## config.mk

```make
export PLATFORM = sky130hd
export DESIGN_NAME = bs_rbtr_mode
export DESIGN_NICKNAME = d
export VERILOG_FILES = /design/src/rtl/bs_rbtr_pkg.sv /design/src/rtl/bs_rr_arbtr.sv /design/src/rtl/bs_rbtr_mode.sv
export SDC_FILE = /design/constraint.sdc
export NUM_CORES = 1
export LEC_CHECK = 0
export ABC_AREA = 0
export CORE_MARGIN = 1.5
export CORE_UTILIZATION = 40
export DETAILED_ROUTE_END_ITERATION = 7
export GPL_TIMING_DRIVEN = 0
export PLACE_DENSITY = 0.81
export SYNTH_ARGS = -nofsm -noshare
export SYNTH_HDL_FRONTEND = slang
export SYNTH_SLANG_ARGS = --single-unit
```

## constraint.sdc

```tcl
create_clock -name clk -period 2.1 [get_ports clk]
set_input_delay 0.42 -clock clk [delete_from_list [all_inputs] [get_ports clk]]
set_output_delay 0.42 -clock clk [all_outputs]
set_load 0.01 [all_outputs]
```

## src/rtl/bs_rbtr_pkg.sv

```systemverilog
// Shared types and constants for the bs_rbtr_mode packet arbiter/router.
package bs_rbtr_pkg;

    localparam int         ID_W       = 8;
    localparam logic       MODE_RR    = 1'b0;
    localparam logic       MODE_FIXED = 1'b1;
    localparam logic [7:0] CNT_MAX    = 8'hFF;

    typedef enum logic [1:0] {
        ST_IDLE    = 2'd0,
        ST_GRANT   = 2'd1,
        ST_DELIVER = 2'd2
    } state_e;

    function automatic logic [7:0] sat_inc8(input logic [7:0] v);
        return (v == CNT_MAX) ? v : (v + 8'd1);
    endfunction

endpackage

```

## src/rtl/bs_rr_arbtr.sv

```systemverilog
// Grant selector: round-robin search from a pointer with wrap, or fixed
// lowest-index priority. Purely combinational.
module bs_rr_arbtr
    import bs_rbtr_pkg::*;
#(
    parameter int DRVRS = 4,
    parameter int IDX_W = 2
) (
    input  logic [DRVRS-1:0] req_i,
    input  logic [IDX_W-1:0] ptr_i,
    input  logic             mode_i,
    output logic [DRVRS-1:0] gnt_o,
    output logic [IDX_W-1:0] idx_o
);

    // First requester found from the start position wins.
    always_comb begin
        logic             found_s;
        logic             hit_s;
        logic [IDX_W-1:0] cand_s;
        found_s = 1'b0;
        hit_s   = 1'b0;
        cand_s  = {IDX_W{1'b0}};
        idx_o   = {IDX_W{1'b0}};
        for (int k = 0; k < DRVRS; k++) begin
            cand_s  = (mode_i == MODE_FIXED) ? IDX_W'(k)
                                             : IDX_W'((int'(ptr_i) + k) % DRVRS);
            hit_s   = ~found_s & req_i[cand_s];
            idx_o   = hit_s ? cand_s : idx_o;
            found_s = found_s | hit_s;
        end
        gnt_o = found_s ? ({{(DRVRS-1){1'b0}}, 1'b1} << idx_o) : {DRVRS{1'b0}};
    end

endmodule

```

## src/rtl/bs_rbtr_mode.sv

```systemverilog
// Bus arbiter/router: grants one pending device, pops its head packet and
// delivers it by destination ID (unicast, broadcast or drop).
module bs_rbtr_mode
    import bs_rbtr_pkg::*;
#(
    parameter int              DRVRS     = 4,
    parameter int              PCKG_SZ   = 16,
    parameter logic [ID_W-1:0] BROADCAST = {8{1'b1}},
    parameter int              MODE      = 0
) (
    input  logic                          clk,
    input  logic                          reset,
    input  logic [DRVRS-1:0]              pndng,
    input  logic [DRVRS-1:0][PCKG_SZ-1:0] D_pop,
    output logic [DRVRS-1:0]              pop,
    output logic [DRVRS-1:0]              push,
    output logic [DRVRS-1:0][PCKG_SZ-1:0] D_push,
    output logic                          busy,
    output logic [7:0]                    drop_cnt
);

    localparam int              IDX_W    = $clog2(DRVRS);
    localparam logic [ID_W-1:0] DRVRS_ID = ID_W'(DRVRS);
    localparam logic            MODE_SEL = (MODE == 1) ? MODE_FIXED : MODE_RR;

    state_e                        state_q, state_d;
    logic [IDX_W-1:0]              ptr_q, ptr_d;
    logic [IDX_W-1:0]              g_q, g_d;
    logic [PCKG_SZ-1:0]            pkt_q, pkt_d;
    logic [DRVRS-1:0]              pop_q, pop_d;
    logic [DRVRS-1:0]              push_q, push_d;
    logic [DRVRS-1:0][PCKG_SZ-1:0] dpush_q, dpush_d;
    logic                          busy_q, busy_d;
    logic [7:0]                    drop_q, drop_d;
    logic [DRVRS-1:0]              arb_gnt_s;
    logic [IDX_W-1:0]              arb_idx_s;
    logic [ID_W-1:0]               dest_s;

    assign dest_s = pkt_q[PCKG_SZ-1 -: ID_W];

    bs_rr_arbtr #(
        .DRVRS (DRVRS),
        .IDX_W (IDX_W)
    ) u_arbtr (
        .req_i  (pndng),
        .ptr_i  (ptr_q),
        .mode_i (MODE_SEL),
        .gnt_o  (arb_gnt_s),
        .idx_o  (arb_idx_s)
    );

    // State, datapath and output registers.
    always_ff @(posedge clk) begin
        if (reset) begin
            state_q <= ST_IDLE;
            ptr_q   <= {IDX_W{1'b0}};
            g_q     <= {IDX_W{1'b0}};
            pkt_q   <= {PCKG_SZ{1'b0}};
            pop_q   <= {DRVRS{1'b0}};
            push_q  <= {DRVRS{1'b0}};
            dpush_q <= {(DRVRS*PCKG_SZ){1'b0}};
            busy_q  <= 1'b0;
            drop_q  <= 8'd0;
        end else begin
            state_q <= state_d;
            ptr_q   <= ptr_d;
            g_q     <= g_d;
            pkt_q   <= pkt_d;
            pop_q   <= pop_d;
            push_q  <= push_d;
            dpush_q <= dpush_d;
            busy_q  <= busy_d;
            drop_q  <= drop_d;
        end
    end

    // Next-state logic; pointer only advances on a real pop.
    always_comb begin
        state_d = state_q;
        ptr_d   = ptr_q;
        g_d     = g_q;
        pkt_d   = pkt_q;
        case (state_q)
            ST_IDLE: begin
                if (|arb_gnt_s) begin
                    state_d = ST_GRANT;
                    g_d     = arb_idx_s;
                end else begin
                    state_d = ST_IDLE;
                end
            end
            ST_GRANT: begin
                if (pndng[g_q]) begin
                    state_d = ST_DELIVER;
                    pkt_d   = D_pop[g_q];
                    if (MODE_SEL == MODE_RR) begin
                        ptr_d = (g_q == IDX_W'(DRVRS - 1)) ? {IDX_W{1'b0}} : (g_q + IDX_W'(1));
                    end else begin
                        ptr_d = ptr_q;
                    end
                end else begin
                    state_d = ST_IDLE;
                end
            end
            ST_DELIVER: state_d = ST_IDLE;
            default:    state_d = ST_IDLE;
        endcase
    end

    // Next values for the registered strobes, data lanes and counters.
    always_comb begin
        pop_d   = {DRVRS{1'b0}};
        push_d  = {DRVRS{1'b0}};
        dpush_d = {(DRVRS*PCKG_SZ){1'b0}};
        drop_d  = drop_q;
        busy_d  = (state_d != ST_IDLE);
        case (state_q)
            ST_GRANT: begin
                if (pndng[g_q]) begin
                    pop_d[g_q] = 1'b1;
                end else begin
                    pop_d = {DRVRS{1'b0}};
                end
            end
            ST_DELIVER: begin
                dpush_d = {DRVRS{pkt_q}};
                if (dest_s < DRVRS_ID) begin
                    push_d[dest_s[IDX_W-1:0]] = 1'b1;
                end else if (dest_s == BROADCAST) begin
                    push_d = ~({{(DRVRS-1){1'b0}}, 1'b1} << g_q);
                end else begin
                    drop_d = sat_inc8(drop_q);
                end
            end
            default: begin
                pop_d = {DRVRS{1'b0}};
            end
        endcase
    end

    assign pop      = pop_q;
    assign push     = push_q;
    assign D_push   = dpush_q;
    assign busy     = busy_q;
    assign drop_cnt = drop_q;

endmodule

```

# Word-level counts from Yosys, hierarchy flattened
# Cells that the tools add are included.
[classes]
n_reduce_logical = 10
n_bitwise = 16
n_shift = 2
eq_ne = 5
n_mux = 27
addsub = 5
n_lt_le_gt_ge = 9
[op_table]
columns = ["op", "n"]
rows = [
  ["16-bit binary-select mux with 2-bit select", 1],
  ["2-bit by 3-bit < comparator with 1-bit output (second input constant)", 6],
  ["8-bit == test (second input constant)", 2],
  ["16-bit 2-to-1 mux", 1],
  ["2-bit 2-to-1 mux", 6],
  ["4-bit 2-to-1 mux", 3],
  ["1-bit binary-select mux with 2-bit select", 5],
  ["1-bit inverter", 9],
  ["8-bit by 1-bit adder with 8-bit output (second input constant)", 1],
  ["8-bit by 3-bit < comparator with 1-bit output (second input constant)", 1],
  ["1-bit 2-to-1 mux", 8],
  ["1-bit by 2-bit left shift with 4-bit output (first input constant)", 2],
  ["2-bit by 1-bit adder with 2-bit output (second input constant)", 2],
  ["2-bit adder (second input constant)", 2],
  ["1-bit demux with 2-bit select", 2],
  ["2-bit == test (second input constant)", 2],
  ["2-bit by 1-bit >= comparator with 1-bit output (second input constant)", 2],
  ["4-bit inverter", 1],
  ["2-bit one-hot mux with 2 select lines", 1],
  ["2-bit AND reduction", 2],
  ["4-bit AND reduction", 1],
  ["4-bit OR reduction", 1],
  ["1-bit bitwise AND", 3],
  ["1-bit bitwise OR", 3],
  ["6 further kinds", 7],
]
[totals]
wordCells = 83
regBits = 55

# Longest topological paths before layout
[depth]
depth_word = 17
depth_mapped = 6
mapped_depth_nobuf = 5

# Hierarchy
# A second synthesis with hierarchy kept.
[unflattened]
hier_cells = 301
area_unflattened_um2 = 3004.1
[modules_own_cells]
columns = ["mod", "area_per_inst_um2", "cells_per_inst", "seq_area_each_um2", "n_inst"]
rows = [
  ["bs_rbtr_mode", 2728.9, 263, 1101.1, 1],
  ["bs_rr_arbtr", 275.3, 38, 0.0, 1],
]

# Least setup slack after synthesis
# Ideal clock, no wire load.
[synth_path]
path_type = "input to register"
from = "input port pndng[2]"
to = "register pkt_q[10]"
n_path_buf = 2
setup_ns = 0.128
arrival_ns = 1.533
slack_ns = 0.439
path_stages = 6
cell_sequence = "clkbuf_1 mux4_2 nand3b_4 buf_12 mux2i_1 nor2_1"
[synth_via]
elab_chain_cells = 3
[synth_rtl]
columns = ["item", "line_no", "rtl"]
rows = [
  ["start: declaration", "bs_rbtr_mode.sv:13", "input logic [DRVRS-1:0] pndng,"],
  ["1-bit binary-select mux with 2-bit select", "bs_rbtr_mode.sv:93", "if (pndng[g_q]) begin"],
  ["1-bit 2-to-1 mux (not written as such)", "bs_rbtr_mode.sv:93", ""],
  ["2-bit AND reduction (no source line)", "-", ""],
  ["end signal: assignment", "bs_rbtr_mode.sv:58", "pkt_q <= {PCKG_SZ{1'b0}};"],
  ["end signal: assignment", "bs_rbtr_mode.sv:68", "pkt_q <= pkt_d;"],
  ["end: declaration", "bs_rbtr_mode.sv:29", "logic [PCKG_SZ-1:0] pkt_q, pkt_d;"],
]
# Every way passes these cells. The select of a mux whose other input is x is not followed.
# A chain may end at the register's enable or synchronous reset.

# Worst setup path after layout
[layout_path]
from = "register g_q[1]"
to = "register push_q[0] (netlist: push[0])"
[layout_via]
elab_chain_cells = 4
[layout_rtl]
columns = ["item", "line_no", "rtl"]
rows = [
  ["start: declaration", "bs_rbtr_mode.sv:28", "logic [IDX_W-1:0] g_q, g_d;"],
  ["start signal: assignment", "bs_rbtr_mode.sv:57", "g_q <= {IDX_W{1'b0}};"],
  ["start signal: assignment", "bs_rbtr_mode.sv:67", "g_q <= g_d;"],
  ["1-bit by 2-bit left shift with 4-bit output", "bs_rbtr_mode.sv:130", "push_d = ~({{(DRVRS-1){1'b0}}, 1'b1} << g_q);"],
  ["4-bit inverter", "bs_rbtr_mode.sv:130", ""],
  ["4-bit 2-to-1 mux", "bs_rbtr_mode.sv:129", "end else if (dest_s == BROADCAST) begin"],
  ["4-bit 2-to-1 mux", "bs_rbtr_mode.sv:127", "if (dest_s < DRVRS_ID) begin"],
  ["end signal: assignment", "bs_rbtr_mode.sv:60", "push_q <= {DRVRS{1'b0}};"],
  ["end signal: assignment", "bs_rbtr_mode.sv:70", "push_q <= push_d;"],
  ["end: declaration", "bs_rbtr_mode.sv:31", "logic [DRVRS-1:0] push_q, push_d;"],
]
# Every way passes these cells.

==> metrics <==
Worst Max-Slew Pin Slew 0.6075 ns; count leader, synth dfxtp_1; Ys Warns 0; syn_area_per_cell 10.35 um2; Power per Cell Area 504.2 nW/um2; placed wire-length estimate 6352 um; Leak 0.001907 uW; first-pass GRT wire length 11650 um; Yosys top cell by area dfxtp_1; synth-to-layout area growth 58.76%; GRT Overall Usage 19.38%; Crit Reg-Reg Startpoint g_q[1]; die area 7897 um2; H-tree levels 2; post-CTS setup buffers 0; max frequency 521.0 MHz; final WL 7775 um; hold endpoint D_push[49]; vias in the first global route 2423; ranking of synthesized cells by area dfxtp_1, mux4_2, buf_4; post_cts resized 0; DP Area 4564 um2; Synth top cells by count dfxtp_1, buf_4, nor2_1; final worst path period need 1.919 ns; CTS tree built; Hold Path Class flip-flop to flip-flop; Synth Instances 285; Synth Area in Simple Gates 17.90%; GRT Residual Overflow 0; fin crit share 91.40%; maximum vdd drop 0.0004221 V; DRC errors left 0; layout cells sized above 1 18.78%; area fraction in compound gates after synthesis 5.558%; # setup viols final 0; Max Cap Viol 0; die height 88.87 um; Inst Count DP 533; main combinational cell family by area after synthesis multiplexers; CTS max path bufs 2; cell area after synthesis 2949 um2; hold_buf cts 0; Worst R2R Setup Slack 0.18 ns; multi-input logic area 1373 um2; CP Launch Type flip-flop; mux share of post-synthesis cell area 20.96%; CTS buffer count 5; slew margin rel. 59.35%; flops & latches, synth 55; Clock Sink Count 55; post-synthesis xor/xnor area fraction 0%; placer congestion estimate 0.8698; Synth top area share 37.34%; CP max FO 10; design area 4682 um2; antenna diode count 0; fraction of the mapped netlist area in adder cells 2.121%; synthesized net count 360; WHS 0.4660 ns; post-route insts no fill 541; Iter 0 DRT Violations 97; critical path required time 2.32 ns; Slew Viols, Final 0; Site Rows 31; clock latency on the worst-skew pair 0.31 ns; Final ANT Viol Nets 0; asr flop ratio synth 0%; Clock Root Buffer clkbuf_8; Post-synth EDFFs 0; largest net degree at the start of global routing 19; R2R depth 6; Die Wd 88.87 um; Clock transition at path regs 0.10 ns; crit end category flip-flop; Final #Nets 516; post-route setup TNS 0 ns; Worst Hold Launch pkt_q[1]; I/O Pins 151; core area 7176 um2; dominant synthesized flop cell dfxtp_1; vias per cell 4.799; register area share after synthesis 37.34%; total number of vias 2596; antenna violations before repair 0; final hold violations 0; hold path depth 1; worst r2r dst push[0]; Setup Crit Path Kind flip-flop to flip-flop; Wirelength per Cell 14.37 um; RSZ-0062 raised after global routing false; Tot Pwr 2361 uW; synth unique cells 44; Filler Cell Count 589; Storage cell area 1101 um2; status complete, no violations; initial cell density of the core 41.10%; Setup Skew 0.01048 ns; arrival time worst endpoint 2.14 ns; TritonRoute pass-1 iters 4; IO buf count 149
-- final cells by class --
cell class / instances / share of cell area, %
flip-flops and latches: 55 / 23.52
inverters: 6 / 0.4810
repair buffers: 149 / 31.85
clock buffers: 5 / 1.470
plain buffers: 61 / 9.701
clock inverters: 3 / 1.015
multi-input cells: 163 / 29.32
well taps: 99 / 2.646
-- power by group --
part	switching (uW)	total (uW)	internal [uW]
registers	33.7	1120	1080
clock network	351	713	362
logic	216	531	314
-- cell usage in the layout, fill, tap and decap left out, types with 2 or more instances in the layout --
cell / count
clkdlybuf4s50_1: 149
dfxtp_1: 55
buf_4: 48
nor2_1: 33
and2_1: 21
mux2i_1: 19
mux4_2: 17
inv_1: 6
nor2b_1: 6
a21oi_1: 6
nor3_1: 5
ha_1: 5
clkbuf_8: 5
clkbuf_1: 4
nand2_1: 4
nor4_1: 4
nand2b_1: 4
nand4_1: 4
mux2_1: 4
buf_2: 3
o32a_1: 3
buf_1: 2
buf_12: 2
nand3_1: 2
or3_1: 2
and3_1: 2
o32ai_1: 2
o31ai_1: 2
or4_1: 2
-- state kept, by name, indices dropped and copies added (netlist names) --
name,flops
push,4
pop,4
pkt_q,16
ptr_q,2
drop_cnt,8
D_push,16
state_q,2
g_q,2
busy,1
-- cells by family (layout without fill, tap and decap cells) --
family,after synthesis,count (layout)
AO/OA/AOI/OAI,22,22
adder cells (fa/ha/maj),5,5
buffers and inverters,67,224
flip-flops,55,55
multiplexers,40,40
AND/OR/NAND/NOR,96,96
-- through the flow --
stage	utilization, %	setup slack (ns)
after global routing	65.25	0.04322
final	65.25	0.1806
after global placement	63.61	-0.1532
after floorplan	-	0.4392
after CTS	65.23	0.1369
after detailed placement	63.61	-0.1923
-- critical path, stage by stage (launching register included) --
cell and delay [ns]:
dfxtp_1 0.37, buf_2 0.29, buf_1 0.47, inv_1 0.14, ha_1 0.23, o32a_1 0.16
nor3_1 0.17
-- worst max path at each step --
stage	start	end	slack, ns
global placement	reset	pkt_q[14]	-0.15
CTS	reset	pkt_q[14]	0.14
global route	reset	ptr_q[1]	0.04
finish	g_q[1]	push[0]	0.18
detailed placement	reset	pkt_q[14]	-0.19
floorplan	pndng[2]	pkt_q[10]	0.44
-- per-layer routing --
metal,GRT usage [%],vias to the layer above,share of wire [%]
met5,0,-,0
met4,4.403,0,1.3
met3,3.731,11,7.6
met2,36.02,102,52
met1,22.96,1209,40
li1,-,1274,-
No activity file was read; power rests on OpenSTA's default activity.
